===== config.mk =====
export PLATFORM = sky130hd
export DESIGN_NAME = bus_reg_bank_flat
export DESIGN_NICKNAME = d
export VERILOG_FILES = /design/src/rtl/bus_reg_bank_if.sv /design/src/rtl/bus_reg_bank.sv /design/src/flat_wrapper.sv
export SDC_FILE = /design/constraint.sdc
export NUM_CORES = 1
export LEC_CHECK = 0
export CORE_UTILIZATION = 50
export CTS_BUF_LIST = sky130_fd_sc_hd__clkbuf_2 sky130_fd_sc_hd__clkbuf_4 sky130_fd_sc_hd__clkbuf_8
export DETAILED_ROUTE_END_ITERATION = 10
export PLACE_DENSITY_LB_ADDON = 0.25
export SLEW_MARGIN = 5
export SYNTH_ARGS = -nofsm -noshare
export SYNTH_HDL_FRONTEND = slang
export SYNTH_SLANG_ARGS = --single-unit
export TNS_END_PERCENT = 1

===== constraint.sdc =====
create_clock -name clk -period 2.3 [get_ports clk]
set_clock_uncertainty 0.1 [all_clocks]
set_input_delay 0.23 -clock clk [delete_from_list [all_inputs] [get_ports clk]]
set_output_delay 0.23 -clock clk [all_outputs]
set_load 0.02 [all_outputs]

===== src/rtl/bus_reg_bank_if.sv =====
// rtl/bus_reg_bank_if.sv - bus-side signal bundle for the processor-bus register bank
//
// Groups the bank's bus inputs and architectural register outputs.
//   busin    [BUS_W] bus value to capture
//   write_en [5]     write-select code, 0 = no write
//   inc_sel  [3]     increment select, 0 = none
//   pc, ir, ar       16-bit program counter / instruction / address registers
//   ac               24-bit accumulator
//   x, y, z          8-bit loop indices
//   stxy, styz, stxz 16-bit matrix stride/base registers
//   r, r1, r2, r3    general registers (16/8/24/16 bits)
//   dr               8-bit data register
//   wr_done          one-cycle pulse after a write took effect
// Modports: master drives the selects and bus value, slave is the bank.
interface bus_reg_bank_if #(
   parameter int BUS_W = 24
);
   logic [BUS_W-1:0] busin;
   logic [4:0]       write_en;
   logic [2:0]       inc_sel;
   logic [15:0]      pc;
   logic [15:0]      ir;
   logic [15:0]      ar;
   logic [23:0]      ac;
   logic [7:0]       x;
   logic [7:0]       y;
   logic [7:0]       z;
   logic [15:0]      stxy;
   logic [15:0]      styz;
   logic [15:0]      stxz;
   logic [15:0]      r;
   logic [7:0]       r1;
   logic [23:0]      r2;
   logic [15:0]      r3;
   logic [7:0]       dr;
   logic             wr_done;

   modport master (
      output busin, write_en, inc_sel,
      input  pc, ir, ar, ac, x, y, z, stxy, styz, stxz,
      input  r, r1, r2, r3, dr, wr_done
   );

   modport slave (
      input  busin, write_en, inc_sel,
      output pc, ir, ar, ac, x, y, z, stxy, styz, stxz,
      output r, r1, r2, r3, dr, wr_done
   );
endinterface


===== src/rtl/bus_reg_bank.sv =====
// rtl/bus_reg_bank.sv - architectural register bank fed by the shared processor bus
//
// Each rising edge captures busin into at most one register chosen by
// write_en and applies at most one increment chosen by inc_sel. Outputs are
// straight register outputs and feed back to the bus read multiplexer.
//   clk    rising-edge clock
//   rst_n  asynchronous active-low reset (pc -> PC_RST, all else -> 0)
//   bus    bus_reg_bank_if.slave: busin/write_en/inc_sel in, registers and
//          wr_done out
// Optional build macro BUS_REG_BANK_ACCUM_EN: write code 18 accumulates
// busin into ac (modulo 2^24) and pulses wr_done.
module bus_reg_bank #(
   parameter int          BUS_W  = 24,
   parameter logic [15:0] PC_RST = 16'd0
) (
   input  logic           clk,
   input  logic           rst_n,
   bus_reg_bank_if.slave  bus
);

   // Write-select codes, shared with the bus read side. Codes 1 and 2 name
   // the instruction/data memories, which are sources only.
   localparam logic [4:0] WR_PC   = 5'd3;
   localparam logic [4:0] WR_IR   = 5'd4;
   localparam logic [4:0] WR_AR   = 5'd5;
   localparam logic [4:0] WR_AC   = 5'd6;
   localparam logic [4:0] WR_X    = 5'd7;
   localparam logic [4:0] WR_Y    = 5'd8;
   localparam logic [4:0] WR_Z    = 5'd9;
   localparam logic [4:0] WR_STXY = 5'd10;
   localparam logic [4:0] WR_STYZ = 5'd11;
   localparam logic [4:0] WR_STXZ = 5'd12;
   localparam logic [4:0] WR_R    = 5'd13;
   localparam logic [4:0] WR_R1   = 5'd14;
   localparam logic [4:0] WR_R2   = 5'd15;
   localparam logic [4:0] WR_R3   = 5'd16;
   localparam logic [4:0] WR_DR   = 5'd17;
`ifdef BUS_REG_BANK_ACCUM_EN
   localparam logic [4:0] WR_ACC  = 5'd18;
`endif

   localparam logic [2:0] INC_PC  = 3'd1;
   localparam logic [2:0] INC_AR  = 3'd2;
   localparam logic [2:0] INC_X   = 3'd3;
   localparam logic [2:0] INC_Y   = 3'd4;
   localparam logic [2:0] INC_Z   = 3'd5;
   localparam logic [2:0] CLR_XYZ = 3'd6;

   logic [BUS_W-1:0] busin_w;
   logic [23:0]      bus24;

   logic [15:0] pc_q,   pc_d;
   logic [15:0] ir_q,   ir_d;
   logic [15:0] ar_q,   ar_d;
   logic [23:0] ac_q,   ac_d;
   logic [7:0]  x_q,    x_d;
   logic [7:0]  y_q,    y_d;
   logic [7:0]  z_q,    z_d;
   logic [15:0] stxy_q, stxy_d;
   logic [15:0] styz_q, styz_d;
   logic [15:0] stxz_q, stxz_d;
   logic [15:0] r_q,    r_d;
   logic [7:0]  r1_q,   r1_d;
   logic [23:0] r2_q,   r2_d;
   logic [15:0] r3_q,   r3_d;
   logic [7:0]  dr_q,   dr_d;
   logic        wr_done_q, wr_done_d;

   // Registers are at most 24 bits wide; anything above is discarded.
   assign busin_w = bus.busin;
   assign bus24   = busin_w[23:0];

   // Next-state: the increment is applied first and the write second, so a
   // write to the same register overrides the increment, while a write to a
   // different register leaves the increment intact. The same ordering makes
   // "write x/y/z with clear-all" keep only the written index.
   always_comb begin
      pc_d      = pc_q;
      ir_d      = ir_q;
      ar_d      = ar_q;
      ac_d      = ac_q;
      x_d       = x_q;
      y_d       = y_q;
      z_d       = z_q;
      stxy_d    = stxy_q;
      styz_d    = styz_q;
      stxz_d    = stxz_q;
      r_d       = r_q;
      r1_d      = r1_q;
      r2_d      = r2_q;
      r3_d      = r3_q;
      dr_d      = dr_q;
      wr_done_d = 1'b0;

      case (bus.inc_sel)
         INC_PC:  pc_d = pc_q + 16'd1;
         INC_AR:  ar_d = ar_q + 16'd1;
         INC_X:   x_d  = x_q + 8'd1;
         INC_Y:   y_d  = y_q + 8'd1;
         INC_Z:   z_d  = z_q + 8'd1;
         CLR_XYZ: begin
            x_d = 8'd0;
            y_d = 8'd0;
            z_d = 8'd0;
         end
         default: ;
      endcase

      case (bus.write_en)
         WR_PC: begin
            pc_d      = bus24[15:0];
            wr_done_d = 1'b1;
         end
         WR_IR: begin
            ir_d      = bus24[15:0];
            wr_done_d = 1'b1;
         end
         WR_AR: begin
            ar_d      = bus24[15:0];
            wr_done_d = 1'b1;
         end
         WR_AC: begin
            ac_d      = bus24;
            wr_done_d = 1'b1;
         end
         WR_X: begin
            x_d       = bus24[7:0];
            wr_done_d = 1'b1;
         end
         WR_Y: begin
            y_d       = bus24[7:0];
            wr_done_d = 1'b1;
         end
         WR_Z: begin
            z_d       = bus24[7:0];
            wr_done_d = 1'b1;
         end
         WR_STXY: begin
            stxy_d    = bus24[15:0];
            wr_done_d = 1'b1;
         end
         WR_STYZ: begin
            styz_d    = bus24[15:0];
            wr_done_d = 1'b1;
         end
         WR_STXZ: begin
            stxz_d    = bus24[15:0];
            wr_done_d = 1'b1;
         end
         WR_R: begin
            r_d       = bus24[15:0];
            wr_done_d = 1'b1;
         end
         WR_R1: begin
            r1_d      = bus24[7:0];
            wr_done_d = 1'b1;
         end
         WR_R2: begin
            r2_d      = bus24;
            wr_done_d = 1'b1;
         end
         WR_R3: begin
            r3_d      = bus24[15:0];
            wr_done_d = 1'b1;
         end
         WR_DR: begin
            dr_d      = bus24[7:0];
            wr_done_d = 1'b1;
         end
`ifdef BUS_REG_BANK_ACCUM_EN
         // Uses the pre-edge ac, so ac->bus->ac feedback is hazard-free.
         WR_ACC: begin
            ac_d      = ac_q + bus24;
            wr_done_d = 1'b1;
         end
`endif
         default: ;
      endcase
   end

   always_ff @(posedge clk or negedge rst_n) begin
      if (!rst_n) begin
         pc_q      <= PC_RST;
         ir_q      <= 16'd0;
         ar_q      <= 16'd0;
         ac_q      <= 24'd0;
         x_q       <= 8'd0;
         y_q       <= 8'd0;
         z_q       <= 8'd0;
         stxy_q    <= 16'd0;
         styz_q    <= 16'd0;
         stxz_q    <= 16'd0;
         r_q       <= 16'd0;
         r1_q      <= 8'd0;
         r2_q      <= 24'd0;
         r3_q      <= 16'd0;
         dr_q      <= 8'd0;
         wr_done_q <= 1'b0;
      end else begin
         pc_q      <= pc_d;
         ir_q      <= ir_d;
         ar_q      <= ar_d;
         ac_q      <= ac_d;
         x_q       <= x_d;
         y_q       <= y_d;
         z_q       <= z_d;
         stxy_q    <= stxy_d;
         styz_q    <= styz_d;
         stxz_q    <= stxz_d;
         r_q       <= r_d;
         r1_q      <= r1_d;
         r2_q      <= r2_d;
         r3_q      <= r3_d;
         dr_q      <= dr_d;
         wr_done_q <= wr_done_d;
      end
   end

   assign bus.pc      = pc_q;
   assign bus.ir      = ir_q;
   assign bus.ar      = ar_q;
   assign bus.ac      = ac_q;
   assign bus.x       = x_q;
   assign bus.y       = y_q;
   assign bus.z       = z_q;
   assign bus.stxy    = stxy_q;
   assign bus.styz    = styz_q;
   assign bus.stxz    = stxz_q;
   assign bus.r       = r_q;
   assign bus.r1      = r1_q;
   assign bus.r2      = r2_q;
   assign bus.r3      = r3_q;
   assign bus.dr      = dr_q;
   assign bus.wr_done = wr_done_q;

endmodule


===== src/flat_wrapper.sv =====
// flat-port wrapper written by rule: the top's interface ports become plain ports
module bus_reg_bank_flat 
#(
   parameter int          BUS_W  = 24,
   parameter logic [15:0] PC_RST = 16'd0
)
  (clk, rst_n, bus_busin, bus_write_en, bus_inc_sel, bus_pc, bus_ir, bus_ar, bus_ac, bus_x, bus_y, bus_z, bus_stxy, bus_styz, bus_stxz, bus_r, bus_r1, bus_r2, bus_r3, bus_dr, bus_wr_done);
  bus_reg_bank_if #(.BUS_W(BUS_W)) bus_i ();
  input  logic clk;
  input  logic rst_n;
  input wire logic [$bits(bus_i.busin)-1:0] bus_busin;
  input wire logic [$bits(bus_i.write_en)-1:0] bus_write_en;
  input wire logic [$bits(bus_i.inc_sel)-1:0] bus_inc_sel;
  output wire logic [$bits(bus_i.pc)-1:0] bus_pc;
  output wire logic [$bits(bus_i.ir)-1:0] bus_ir;
  output wire logic [$bits(bus_i.ar)-1:0] bus_ar;
  output wire logic [$bits(bus_i.ac)-1:0] bus_ac;
  output wire logic [$bits(bus_i.x)-1:0] bus_x;
  output wire logic [$bits(bus_i.y)-1:0] bus_y;
  output wire logic [$bits(bus_i.z)-1:0] bus_z;
  output wire logic [$bits(bus_i.stxy)-1:0] bus_stxy;
  output wire logic [$bits(bus_i.styz)-1:0] bus_styz;
  output wire logic [$bits(bus_i.stxz)-1:0] bus_stxz;
  output wire logic [$bits(bus_i.r)-1:0] bus_r;
  output wire logic [$bits(bus_i.r1)-1:0] bus_r1;
  output wire logic [$bits(bus_i.r2)-1:0] bus_r2;
  output wire logic [$bits(bus_i.r3)-1:0] bus_r3;
  output wire logic [$bits(bus_i.dr)-1:0] bus_dr;
  output wire logic [$bits(bus_i.wr_done)-1:0] bus_wr_done;
  assign bus_i.busin = bus_busin;
  assign bus_i.write_en = bus_write_en;
  assign bus_i.inc_sel = bus_inc_sel;
  assign bus_pc = bus_i.pc;
  assign bus_ir = bus_i.ir;
  assign bus_ar = bus_i.ar;
  assign bus_ac = bus_i.ac;
  assign bus_x = bus_i.x;
  assign bus_y = bus_i.y;
  assign bus_z = bus_i.z;
  assign bus_stxy = bus_i.stxy;
  assign bus_styz = bus_i.styz;
  assign bus_stxz = bus_i.stxz;
  assign bus_r = bus_i.r;
  assign bus_r1 = bus_i.r1;
  assign bus_r2 = bus_i.r2;
  assign bus_r3 = bus_i.r3;
  assign bus_dr = bus_i.dr;
  assign bus_wr_done = bus_i.wr_done;
  bus_reg_bank #(.BUS_W(BUS_W), .PC_RST(PC_RST)) u_core (.clk(clk), .rst_n(rst_n), .bus(bus_i));
endmodule

==> flow_summary.toml <==
[run_status]
status = "completed"

[routing]
drt_iter0_markers = 327
drc = 0
finalWirelength_um = 26320
routedWlPerCell_um = 20.32
first_pass_iters = 4
num_vias = 7064
routed_via_density = 5.455
ant_nets = 0

[die]
die-area_um2 = 19580
io-pin-count = 251
start_util_pct = 50.86
die_w_um = 139.9
coreArea_um2 = 18710
rows = 50
die_h_um = 139.9

[clock_network]
cts_buffer_depth = 3
cts_made_buffers = 37
clk-insertion-delay-late_ns = 0.51
path_clk_slew_ns = 0.06
numClockSinks = 217
cts_resized = 0
cts_tree = "yes"
clk_root_buffer_cell = "clkbuf_8"
htree_levels = 2

[timing]
setup_slack_ns = 0.2918
setup_viol = 0
drv_slew = 0
hold_violations = 0
final.setup.tns_ns = 0
maxSlewHeadroom_pct = 56.50
max_freq_mhz = 497.9
period_minus_slack_ns = 2.008
finalCritPeriodShare_pct = 87.31
worst_slew_pin_slew_ns = 0.6505
rsz0062_at_grt = "false"

[global_routing]
grt_max_degree = 57
grt.total_usage_pct = 27.78
grt_overflow = 0
grt_pass1_wl_um = 41590
grt_pass1_vias = 7291
antenna_found_initial = 0

[critical_path]
reg2reg_from = "u_core.bus.pc[0]"
path_max_fanout = 9
path_cells = "clkdlybuf4s50_1"
arrival_ns = 1.68
path_class = "register to output pin"
crit_path_start = "u_core.bus.y[2]"
cp_slowest_stage_delay_ns = 0.66
critPathRequiredTime_ns = 1.97
worstSetupEndpointType = "output pin"
start_kind = "register"
crit_slowest_cell = "clkdlybuf4s50_1"
critPathTopFamily = "buffers and inverters"
critPathBufInv = 1

[min_path]
hold_class = "input port to asynchronous set/reset pin"

[finish]
fin_area_um2 = 13320
layout_commonest_cell = "clkdlybuf4s50_1"
drive_gt1_share_pct = 26.60
multi_input_area_um2 = 3844
area_growth_pct = 39.97
regArea_um2 = 5430
nFillCells = 1346
layout_common_cells = "249 x clkdlybuf4s50_1, 217 x dfrtp_1, 154 x mux2_2"
nets = 1078

[power_and_ir_drop]
switching_power_mw = 4.559
power_frac_seq_pct = 40.2
powerDensity_nw_per_um2 = 1024
p_sw_share_pct = 33.43
p_int_mw = 9.079
pwr-share-clk_pct = 25.0
irDropWorstVdd_mv = 0.7068
power.share.combinational_pct = 34.9
leakage_nw = 5.595

[synthesis]
synthTopCellsByArea = "dfrtp_1 57%, mux2_2 18%, nand2_1 2.5%"
postSynthCellCount = 753
synth_area_per_cell_um2 = 12.63
synth_seq_cells = 217
async_reset_ff_share_pct = 100.0
synth_top_area_share_pct = 57.08
synth_edf_count = 0
synth_seq_area_share_pct = 57.08
ys.flop_type = "dfrtp_1"
synth_top_cell_by_area = "dfrtp_1"
synth_nets = 792
synth_area_um2 = 9514
ys_types = 51
ys_warn_count = 0

[place]
post-dp-hpwl_um = 17730
globalplace.congestion = 0.8399
io_buffers = 250
postPlaceCellArea_um2 = 12580
dpl_worst_slack_ns = 0.07235

[job]
cap_viol_max_count = 0
[kinds of logic after synthesis]
family                     Yosys count  share of synthesized area [%]
and+or+nand+nor                    180                          9.877
adders and majority gates            5                         0.6575
muxes                              178                          21.28
AOI/OAI and AO/OA                   79                          5.011
DFF                                217                          57.08
buffers and inverters               56                          2.604
xor gates and xnor gates            38                          3.498
[routing by layer]
layer / vias up / wire length, um / track usage, %
li1: 3244 / - / -
met1: 3530 / 10990 / 35.04
met2: 241 / 12790 / 46.08
met3: 49 / 1804 / 7.590
met4: 0 / 726 / 9.832
met5: - / 0 / 0
[power groups by stage]
stage               Clock [mW]  Sequential [mW]  Combinational [mW]
global route              3.66             5.61                5.02
CTS                       3.50             5.47                4.80
finish                    3.41             5.48                4.75
floorplan                    0             6.54                1.21
detailed placement           0             5.52                4.77
global placement             0             5.48                4.69
[timing repair]
action / 4_1_cts / 5_1_grt
hold endpoints to repair: 189 / 0
buffers inserted: 0 / 0
hold buffers: 1 / 0
setup endpoints to repair: 0 / 0
[final cells by class]
cell class / instances / area share [%]
Multi-Input combinational cell: 480 / 28.86
Timing Repair Buffer: 298 / 22.59
Tap cell: 234 / 2.199
Inverter: 5 / 0.1409
Clock inverter: 4 / 0.1879
Antenna cell: 1 / 0.01879
Clock buffer: 56 / 5.224
Sequential cell: 217 / 40.78
[through the flow]
step	cells	power, mW	util (%)	hold slack (ns)
final	1295	13.64	71.19	0.1347
after global routing	1294	14.28	71.18	0.1412
after CTS	1294	13.77	71.18	0.1228
after detailed placement	1233	10.29	67.27	0.08692
after global placement	1233	10.17	67.27	0.08058
after floorplan	753	7.749	-	-0.1656
[cell usage after synthesis (all sizes together), types with 3 or more instances]
library cell	instances
nand2	63
dfrtp	217
nor2b	5
a21boi	4
nor4	11
or3b	3
o31ai	11
nand3b	4
xor2	11
clkbuf	38
nand4	15
buf	13
nand4bb	4
nand2b	3
nor2	30
mux2i	14
nand3	13
nor3	11
a21oi	20
nor3b	5
inv	5
nand4b	3
xnor2	27
o21ai	30
and3	3
ha	5
mux2	164
[path summary, 6_finish.rpt]
check,endpoint,slack [ns],cells after the start
setup / recovery,bus_y[2],0.29,1
hold / removal,u_core.bus.ac[2],0.13,2
setup reg to reg,u_core.bus.pc[12],0.44,5
hold reg to reg,u_core.bus.stxy[3],0.40,1
max in group asynchronous,u_core.bus.ir[12],1.23,3
min in group clk,u_core.bus.r2[18],0.25,2
[state kept, by name, summed over array words and instances, names as in the netlist, 8 cells and up]
name / cells
u_core.bus.ac: 24
u_core.bus.r2: 24
u_core.bus.ar: 16
u_core.bus.ir: 16
u_core.bus.pc: 16
u_core.bus.r3: 16
u_core.bus.r: 16
u_core.bus.stxy: 16
u_core.bus.stxz: 16
u_core.bus.styz: 16
u_core.bus.dr: 8
u_core.bus.r1: 8
u_core.bus.x: 8
u_core.bus.y: 8
u_core.bus.z: 8
No activity file was read; power rests on OpenSTA's default activity.
